<file path="config.mk">
export PLATFORM = sky130hd
export DESIGN_NAME = alu_share_arbiter
export DESIGN_NICKNAME = d
export VERILOG_FILES = /design/src/rtl/alu_arb_pkg.sv /design/src/rtl/alu_rr_picker.sv /design/src/rtl/alu_share_arbiter.sv
export SDC_FILE = /design/constraint.sdc
export NUM_CORES = 1
export LEC_CHECK = 0
export CORE_MARGIN = 2
export CORE_UTILIZATION = 23
export DETAILED_ROUTE_END_ITERATION = 10
export PLACE_DENSITY = 0.6
export SLEW_MARGIN = 20
export SYNTH_ARGS = -nofsm -noshare
export SYNTH_HDL_FRONTEND = slang
export SYNTH_SLANG_ARGS = --single-unit
</file>
<file path="constraint.sdc">
create_clock -name clk -period 1.63 [get_ports clk]
set_clock_uncertainty 0.1 [all_clocks]
set_input_delay 0.4075 -clock clk [delete_from_list [all_inputs] [get_ports clk]]
set_output_delay 0.4075 -clock clk [all_outputs]
set_load 0.01 [all_outputs]
</file>
<file path="src/rtl/alu_arb_pkg.sv">
// Shared definitions for the ALU share arbiter: FSM encoding, default widths
// and the ALUFun codes used by benches and requesters.
package alu_arb_pkg;

    typedef enum logic [1:0] {
        IDLE  = 2'd0,
        ISSUE = 2'd1,
        RESP  = 2'd2
    } arb_state_t;

    localparam int DEF_DW   = 32;
    localparam int DEF_FUNW = 6;

    localparam logic [5:0] FUN_ADD = 6'b000000;
    localparam logic [5:0] FUN_SUB = 6'b000001;
    localparam logic [5:0] FUN_AND = 6'b011000;
    localparam logic [5:0] FUN_OR  = 6'b011110;

endpackage

</file>
<file path="src/rtl/alu_rr_picker.sv">
// Combinational round-robin picker: selects the first valid requester strictly
// after last_grant, wrapping modulo NREQ.
module alu_rr_picker #(
    parameter int NREQ = 2,
    parameter int IDXW = 1
) (
    input  logic [NREQ-1:0] req_valid,
    input  logic [IDXW-1:0] last_grant,
    output logic [NREQ-1:0] grant,
    output logic [IDXW-1:0] grant_idx,
    output logic            any_valid
);

    // Offsets run 1..NREQ so last_grant itself is considered last, which lets
    // a lone requester win repeatedly.
    always_comb begin
        grant     = '0;
        grant_idx = '0;
        any_valid = 1'b0;
        for (int k = 1; k <= NREQ; k++) begin
            if (!any_valid && req_valid[(int'(last_grant) + k) % NREQ]) begin
                any_valid = 1'b1;
                grant_idx = IDXW'((int'(last_grant) + k) % NREQ);
            end
        end
        if (any_valid) begin
            grant[grant_idx] = 1'b1;
        end
    end

endmodule

</file>
<file path="src/rtl/alu_share_arbiter.sv">
// Round-robin arbiter sharing one combinational ALU between NREQ requesters.
// Optional per-requester grant counters are enabled with ALU_ARB_STATS_EN.
module alu_share_arbiter
    import alu_arb_pkg::*;
#(
    parameter int DW   = DEF_DW,
    parameter int FUNW = DEF_FUNW,
    parameter int NREQ = 2,
    parameter int IDW  = 3,
    parameter int CNTW = 16
) (
    input  logic                 clk,
    input  logic                 reset,
    input  logic [NREQ-1:0]      req_valid,
    output logic [NREQ-1:0]      req_ready,
    input  logic [NREQ*DW-1:0]   req_a,
    input  logic [NREQ*DW-1:0]   req_b,
    input  logic [NREQ*FUNW-1:0] req_fun,
    input  logic [NREQ-1:0]      req_sign,
    output logic [DW-1:0]        alu_a,
    output logic [DW-1:0]        alu_b,
    output logic [FUNW-1:0]      alu_fun,
    output logic                 alu_sign,
    input  logic [DW-1:0]        alu_z,
    output logic                 resp_valid,
    input  logic                 resp_ready,
    output logic [DW-1:0]        resp_data,
    output logic [IDW-1:0]       resp_id,
    output logic                 busy,
    input  logic                 stat_clr,
    output logic [NREQ*CNTW-1:0] stat_grant_cnt
);

    localparam int IDXW = $clog2(NREQ);

    arb_state_t      state;
    arb_state_t      next_state;
    logic [IDXW-1:0] last_grant;
    logic [IDXW-1:0] cur_id;
    logic [NREQ-1:0] grant;
    logic [IDXW-1:0] grant_idx;
    logic            any_valid;
    logic            accept;

    alu_rr_picker #(
        .NREQ (NREQ),
        .IDXW (IDXW)
    ) u_picker (
        .req_valid  (req_valid),
        .last_grant (last_grant),
        .grant      (grant),
        .grant_idx  (grant_idx),
        .any_valid  (any_valid)
    );

    always_ff @(posedge clk or negedge reset) begin
        if (!reset) begin
            state <= IDLE;
        end else begin
            state <= next_state;
        end
    end

    always_comb begin
        next_state = state;
        case (state)
            IDLE:    if (any_valid) next_state = ISSUE;
            ISSUE:   next_state = RESP;
            RESP:    if (resp_ready) next_state = IDLE;
            default: next_state = IDLE;
        endcase
    end

    // req_ready is gated by reset so it reads zero while reset is held.
    always_comb begin
        accept    = (state == IDLE) && any_valid && reset;
        req_ready = accept ? grant : '0;
        busy      = (state != IDLE);
    end

    always_ff @(posedge clk or negedge reset) begin
        if (!reset) begin
            alu_a      <= '0;
            alu_b      <= '0;
            alu_fun    <= '0;
            alu_sign   <= 1'b0;
            cur_id     <= '0;
            last_grant <= IDXW'(NREQ - 1);
            resp_valid <= 1'b0;
            resp_data  <= '0;
            resp_id    <= '0;
        end else begin
            if (accept) begin
                alu_a      <= req_a[grant_idx*DW +: DW];
                alu_b      <= req_b[grant_idx*DW +: DW];
                alu_fun    <= req_fun[grant_idx*FUNW +: FUNW];
                alu_sign   <= req_sign[grant_idx];
                cur_id     <= grant_idx;
                last_grant <= grant_idx;
            end
            if (state == ISSUE) begin
                resp_data  <= alu_z;
                resp_id    <= IDW'(cur_id);
                resp_valid <= 1'b1;
            end else if (state == RESP && resp_ready) begin
                resp_valid <= 1'b0;
            end
        end
    end

`ifdef ALU_ARB_STATS_EN
    logic [NREQ*CNTW-1:0] grant_cnt;

    // Saturating grant counters; a coincident clear beats the increment.
    always_ff @(posedge clk or negedge reset) begin
        if (!reset) begin
            grant_cnt <= '0;
        end else if (stat_clr) begin
            grant_cnt <= '0;
        end else if (accept) begin
            for (int i = 0; i < NREQ; i++) begin
                if (grant[i] && grant_cnt[i*CNTW +: CNTW] != {CNTW{1'b1}}) begin
                    grant_cnt[i*CNTW +: CNTW] <= grant_cnt[i*CNTW +: CNTW] + CNTW'(1);
                end
            end
        end
    end

    assign stat_grant_cnt = grant_cnt;
`else
    logic unused_stat_clr;

    assign unused_stat_clr = stat_clr;
    assign stat_grant_cnt  = '0;
`endif

endmodule

</file>
==> out/results.ini, run 1 <==
[sta]
max_slew_margin = 0.605
min_period_over_period = 1.18
worstMarginPinSlew_ns = 0.592
timing.final.ws_setup_ns = -0.290
rsz0062_at_grt = yes
maxSlewViolCount = 0
fin_tns_setup_ns = -21.71
period_needed_ns = 1.92
finalHoldViolCount = 0
setup_violations = 107
max_freq_mhz = 521

[setup_path]
cp_max_fo = 11
r2r-start = state[1]$_DFFE_PN0P_
required_ns = 1.76
worst-path-buf-inv = 2
path_cells = buf_6 -> or3b_4 -> clkbuf_16 -> o21a_1 -> a221o_1
crit_path_start = state[1]$_DFFE_PN0P_
rrSetupSlack_ns = -0.29
critical_path_class = register to register
critPathSlowestCell = or3b_4
worstSetupStartpointType = register
endpoint_kind = register
crit_family = simple AND/OR/NAND/NOR gates
worst_path_largest_cell_delay_ns = 0.49
rr_worst_depth = 5
r2r_end = alu_b[13]$_DFFE_PN0P_
cp_data_arrival_time_ns = 2.05

[clock_tree]
clk_pin_slew_ns = 0.07
tritoncts = yes
cts_buffers = 9
h-tree-depth = 3
clock-root-buffer = clkbuf_16
clkSinkCount = 109
insertion_delay_ns = 0.34
clockBufferDepth = 2

[routing]
wl_met2_um = 8620
avgRoutedWirePerCell_um = 18.8
finalWirelength_um = 17700
routed-wl-met3_um = 1140
wl_met1_um = 7560
vias_per_cell = 4.60
drc = 0
first_pass_iters = 4
drt_iter0_drc = 165
highest_layer = met4
postRouteAntennaNets = 0
num_vias = 4350

[global_routing]
first_global_vias = 4556
grt_max_degree = 103
track_usage = 0.146
grt_pass1_wl_um = 25400
antenna_found_initial = 0
grt_overflow = 0

[placement]
gp_congestion = 0.723
port_buffers = 286
dpl.hpwl_um = 12100
placedCellCount = 919

[cells_and_area]
fin_cells = 946
drive_above_1_share = 0.139
nets = 847
final_cell_mix = 175 x clkdlybuf4s50_1, 108 x dfrtp_1, 106 x dlygate4sd2_1
fillCellCount = 2025
num_antenna_cells = 0
final_common_cell = clkdlybuf4s50_1
syn2layout_area_growth_pct = 72.0

[synth]
synth-seq-area-share = 0.550
async_reset_ff_frac = 1.00
syn_inst = 373
syn_avg_cell_area_um2 = 13.3
synth_edf_count = 0
ys_seq_elements = 109
netlist_area_um2 = 4960
dominantRegCellSynth = dfrtp_1
synth_top_cell_by_area = dfrtp_1
synthTopCellsByArea = dfrtp_1 54%, a221o_1 14%, o21a_1 11%
yosysTopAreaCellShare = 0.545
ys_warn_count = 0
synth_cell_types = 25

[die]
die_area_um2 = 22800
core_um2 = 21100
fp.dieH_um = 151
die_x_um = 151
rows = 53
pin_count = 322
initial_core_util = 0.235

[pwr]
p_per_area_nw_per_um2 = 1640
peakVddDrop_mv = 0.598
p_leak_uw = 0.00384

[worst_hold_path]
hp-class = primary input to async pin

[job]
max_cap_viol_count = 0

[run_status]
violations = setup timing
outcome = finished with violations

==> routing by layer <==
metal,vias up,track usage
met5,-,0
met4,0,0.0636
met3,25,0.0298
met2,195,0.242
met1,2177,0.183
li1,1953,-
==> how the worst max path moves through the flow <==
| stage | slack (ns) | end | depth (start not counted) |
|---|---|---|---|
| 6_report | -0.29 | alu_b[13]$_DFFE_PN0P_ | 5 |
| 2_1_floorplan | -0.07 | alu_b[13]$_DFFE_PN0P_ | 5 |
| 3_5_place_dp | -0.64 | req_ready[0] | 5 |
| 5_1_grt | -0.35 | alu_b[22]$_DFFE_PN0P_ | 5 |
| 4_1_cts | -0.28 | alu_b[9]$_DFFE_PN0P_ | 5 |
| 3_3_place_gp | -0.67 | req_ready[0] | 5 |
==> sequential cells by signal, indices dropped and copies added (netlist names) <==
register    cells
cur_id          1
alu_sign        1
last_grant      1
alu_fun         6
state           2
resp_id         1
resp_data      32
alu_a          32
alu_b          32
resp_valid      1
==> cell families after synthesis <==
family,Yosys count,synth area share
muxes,33,0.0749
buffers and inverters,70,0.102
other,1,0.000756
DFF,109,0.550
AOI/OAI and AO/OA,147,0.258
and+or+nand+nor,13,0.0144
==> metrics by stage <==
stage                     area, um^2  total power [uW]  utilization  hold WS (ns)  worst slack (ns)
after floorplan                 5090              8220            -        0.0119           -0.0746
after CTS                       8290             13500        0.393         0.203            -0.280
after global placement          8050             11900        0.382         0.372            -0.668
after global routing            8530             14900        0.405         0.197            -0.349
after detailed placement        8050             12000        0.382         0.378            -0.643
final                           8530             14000        0.405         0.135            -0.290
==> cells in the mapped netlist (5+ instances only) <==
cell type	number
dfrtp_1	108
buf_8	7
buf_2	25
o21a_1	73
buf_4	34
mux2_2	33
a221o_1	71
nor2_1	5
==> cell type report <==
| cell class | count | area (um^2) | area share |
|---|---|---|---|
| timing repair buffer | 318 | 3170 | 0.372 |
| tap | 275 | 344 | 0.0403 |
| inverter | 2 | 10.0 | 0.00117 |
| clock inverter | 5 | 36.3 | 0.00425 |
| clock buffer | 10 | 229 | 0.0268 |
| multi-input combinational | 227 | 2010 | 0.236 |
| sequential | 109 | 2730 | 0.320 |
==> where the power goes <==
part	total (uW)	leakage [uW]	switching, uW	internal (uW)
registers	4730	0.00133	701	4030
clock network	2080	0.000121	1040	1030
logic	7220	0.00239	2990	4230
==> worst register-to-register path: cells and delay by family (launching register included) <==
kind	cells	cell delay (ns)
AOI/OAI and AO/OA	2	0.46
buffers and inverters	2	0.35
DFF	1	0.41
and+or+nand+nor	1	0.49
==> repair_timing <==
item | 4_1_cts | 5_1_grt
hold buffers | 1 | 0
resized for setup | 136 | 38
endpoints found under the hold margin | 3 | 0
endpoints found under the setup margin | 181 | 109
pin swaps | 3 | 1
setup buffers | 3 | 4
gates cloned | 1 | 4
Power figures use the tool's default switching activity.
==> inputs of run 2 (changes only) <==
--- a/config.mk
+++ b/config.mk
@@ -5,10 +5,10 @@
 export SDC_FILE = /design/constraint.sdc
 export NUM_CORES = 1
 export LEC_CHECK = 0
-export CORE_MARGIN = 2
 export CORE_UTILIZATION = 23
 export DETAILED_ROUTE_END_ITERATION = 10
-export PLACE_DENSITY = 0.6
+export GPL_ROUTABILITY_DRIVEN = 0
+export PLACE_DENSITY = 0.54
 export SLEW_MARGIN = 20
 export SYNTH_ARGS = -nofsm -noshare
 export SYNTH_HDL_FRONTEND = slang
==> out/results.ini, run 2 (synthesis results as in run 1) <==
[routing]
finalWirelength_um = 18000  ; +1.3%
first_pass_iters = 4  ; unchanged
vias_per_cell = 4.57  ; -0.54%
num_vias = 4377  ; +0.62%
avgRoutedWirePerCell_um = 18.8  ; about the same
drc = 0  ; unchanged
drt_iter0_drc = 150  ; -9.1%
postRouteAntennaNets = 0  ; unchanged

[pwr]
p_leak_uw = 0.00384  ; about the same
combinationalPowerShare = 0.491  ; -0.024
p_seq_frac = 0.330  ; -0.007
p_per_area_nw_per_um2 = 1660  ; +0.71%
p_int_uw = 9560  ; +2.9%
p_clk_frac = 0.179  ; +0.031
total_power_uw = 14300  ; +1.6%
p_switching_uw = 4700  ; -0.79%
switching_share = 0.330  ; -0.00802
peakVddDrop_mv = 0.613  ; +2.5%

[sta]
maxSlewViolCount = 0  ; unchanged
max_freq_mhz = 523  ; +0.48%
timing.final.ws_setup_ns = -0.281  ; +0.00922 ns
worstMarginPinSlew_ns = 0.764  ; +0.172 ns
min_period_over_period = 1.17  ; -0.00565
finalHoldViolCount = 0  ; unchanged
setup_violations = 104  ; -2.8%
rsz0062_at_grt = yes
period_needed_ns = 1.91  ; -0.00921 ns
max_slew_margin = 0.491  ; -0.115

[die]
rows = 53  ; unchanged
pin_count = 322  ; unchanged
die_area_um2 = 22200  ; -2.6%
initial_core_util = 0.235  ; unchanged
core_um2 = 21100  ; unchanged
die_x_um = 149  ; -1.3%
fp.dieH_um = 149  ; -1.3%

[global_routing]
grt_overflow = 0  ; unchanged
track_usage = 0.148  ; +0.00223
antenna_found_initial = 0  ; unchanged
first_global_vias = 4435  ; -2.7%
grt_max_degree = 82  ; -20%
grt_pass1_wl_um = 25300  ; -0.19%

[clock_tree]
h-tree-depth = 3  ; unchanged
clock-root-buffer = clkbuf_16
tritoncts = yes
cts_buffers = 9  ; unchanged
clk_pin_slew_ns = 0.07  ; about the same
clockBufferDepth = 2  ; unchanged
clkSinkCount = 109  ; unchanged
insertion_delay_ns = 0.35  ; about the same

[cells_and_area]
num_antenna_cells = 0  ; unchanged
postLayoutCoreUtil = 0.408  ; +0.00368
syn2layout_area_growth_pct = 73.6
multi_input_area_um2 = 1910  ; -5.3%
reg_top3 = alu_a (32), alu_b (32), resp_data (32)
final_common_cell = clkdlybuf4s50_1
register_area_um2 = 2730  ; unchanged
nets = 857  ; +1.2%
final_cell_mix = 177 x clkdlybuf4s50_1, 108 x dfrtp_1, 105 x dlygate4sd2_1
drive_above_1_share = 0.150  ; +0.0110
fillCellCount = 2030  ; +0.25%

[run_status]
outcome = finished with violations
violations = setup timing

[setup_path]
critical_path_class = register to register
cp_data_arrival_time_ns = 2.05  ; about the same
endpoint_kind = register
cp_max_fo = 9  ; -2
worstSetupStartpointType = register
required_ns = 1.77  ; about the same

[worst_hold_path]
hp-class = primary input to async pin

[job]
max_cap_viol_count = 0  ; unchanged

[placement]
dpl.hpwl_um = 11900  ; -1.5%
port_buffers = 286  ; unchanged

## run 2: critical path: stages, from the launching register on
cell	delay (ns)
dfrtp_1	0.40
buf_6	0.14
or3b_4	0.50
clkbuf_16	0.21
o21a_1	0.19
a221o_1	0.25
## run 2: final cells by class
| type | instances | share of cell area |
|---|---|---|
| repair buffers | 327 | 0.382 |
| flip-flops and latches | 109 | 0.317 |
| multi-input cells | 228 | 0.221 |
| well taps | 275 | 0.0400 |
| clock buffers | 11 | 0.0270 |
| clock inverters | 5 | 0.0124 |
| inverters | 2 | 0.000872 |
## run 2: final timing paths
path,start,end,slack (ns),depth (start not counted)
max,state[1]$_DFFE_PN0P_,alu_b[20]$_DFFE_PN0P_,-0.28,5
min,reset,resp_data[12]$_DFFE_PN0P_,0.15,2
max reg2reg,state[1]$_DFFE_PN0P_,alu_b[20]$_DFFE_PN0P_,-0.28,5
min reg2reg,resp_data[5]$_DFFE_PN0P_,resp_data[5]$_DFFE_PN0P_,0.40,1
max in group asynchronous,reset,last_grant$_DFFE_PN1P_,0.51,3
min in group clk,resp_data[5]$_DFFE_PN0P_,resp_data[5]$_DFFE_PN0P_,0.40,1
## run 2: per-layer routing
layer	GRT usage	vias up	part of all wire
met5	0	-	0
met4	0.0474	0	0.013
met3	0.0309	15	0.062
met2	0.253	182	0.51
met1	0.185	2193	0.42
li1	-	1987	-
## run 2: what timing repair did
action,in CTS,in global routing
cloned,1,9
endpoints found under the setup margin,181,76
hold buffers,2,0
gates resized for setup,128,13
hold endpoints to repair,27,0
buffers inserted,5,3
pin swaps,3,44
## run 2: through the flow
stage	setup TNS [ns]	cell area [um^2]	cells	hold WS, ns	setup WS (ns)
after floorplan	-5.08	5090	406	0.0119	-0.0746
after global placement	-34.87	8050	921	0.245	-0.567
after detailed placement	-35.27	8050	921	0.243	-0.562
after CTS	-18.59	8370	945	0.310	-0.298
after global routing	-24.43	8610	957	0.217	-0.325
final	-18.81	8610	957	0.151	-0.281
## run 2: power by group through the flow
stage               sequential (uW)  clock, uW  combinational (uW)
detailed placement             4790          0                7220
floorplan                      5330          0                2900
finish                         4710       2550                7000
CTS                            4720       2640                6580
global route                   4880       2720                7490
global placement               4750          0                7120
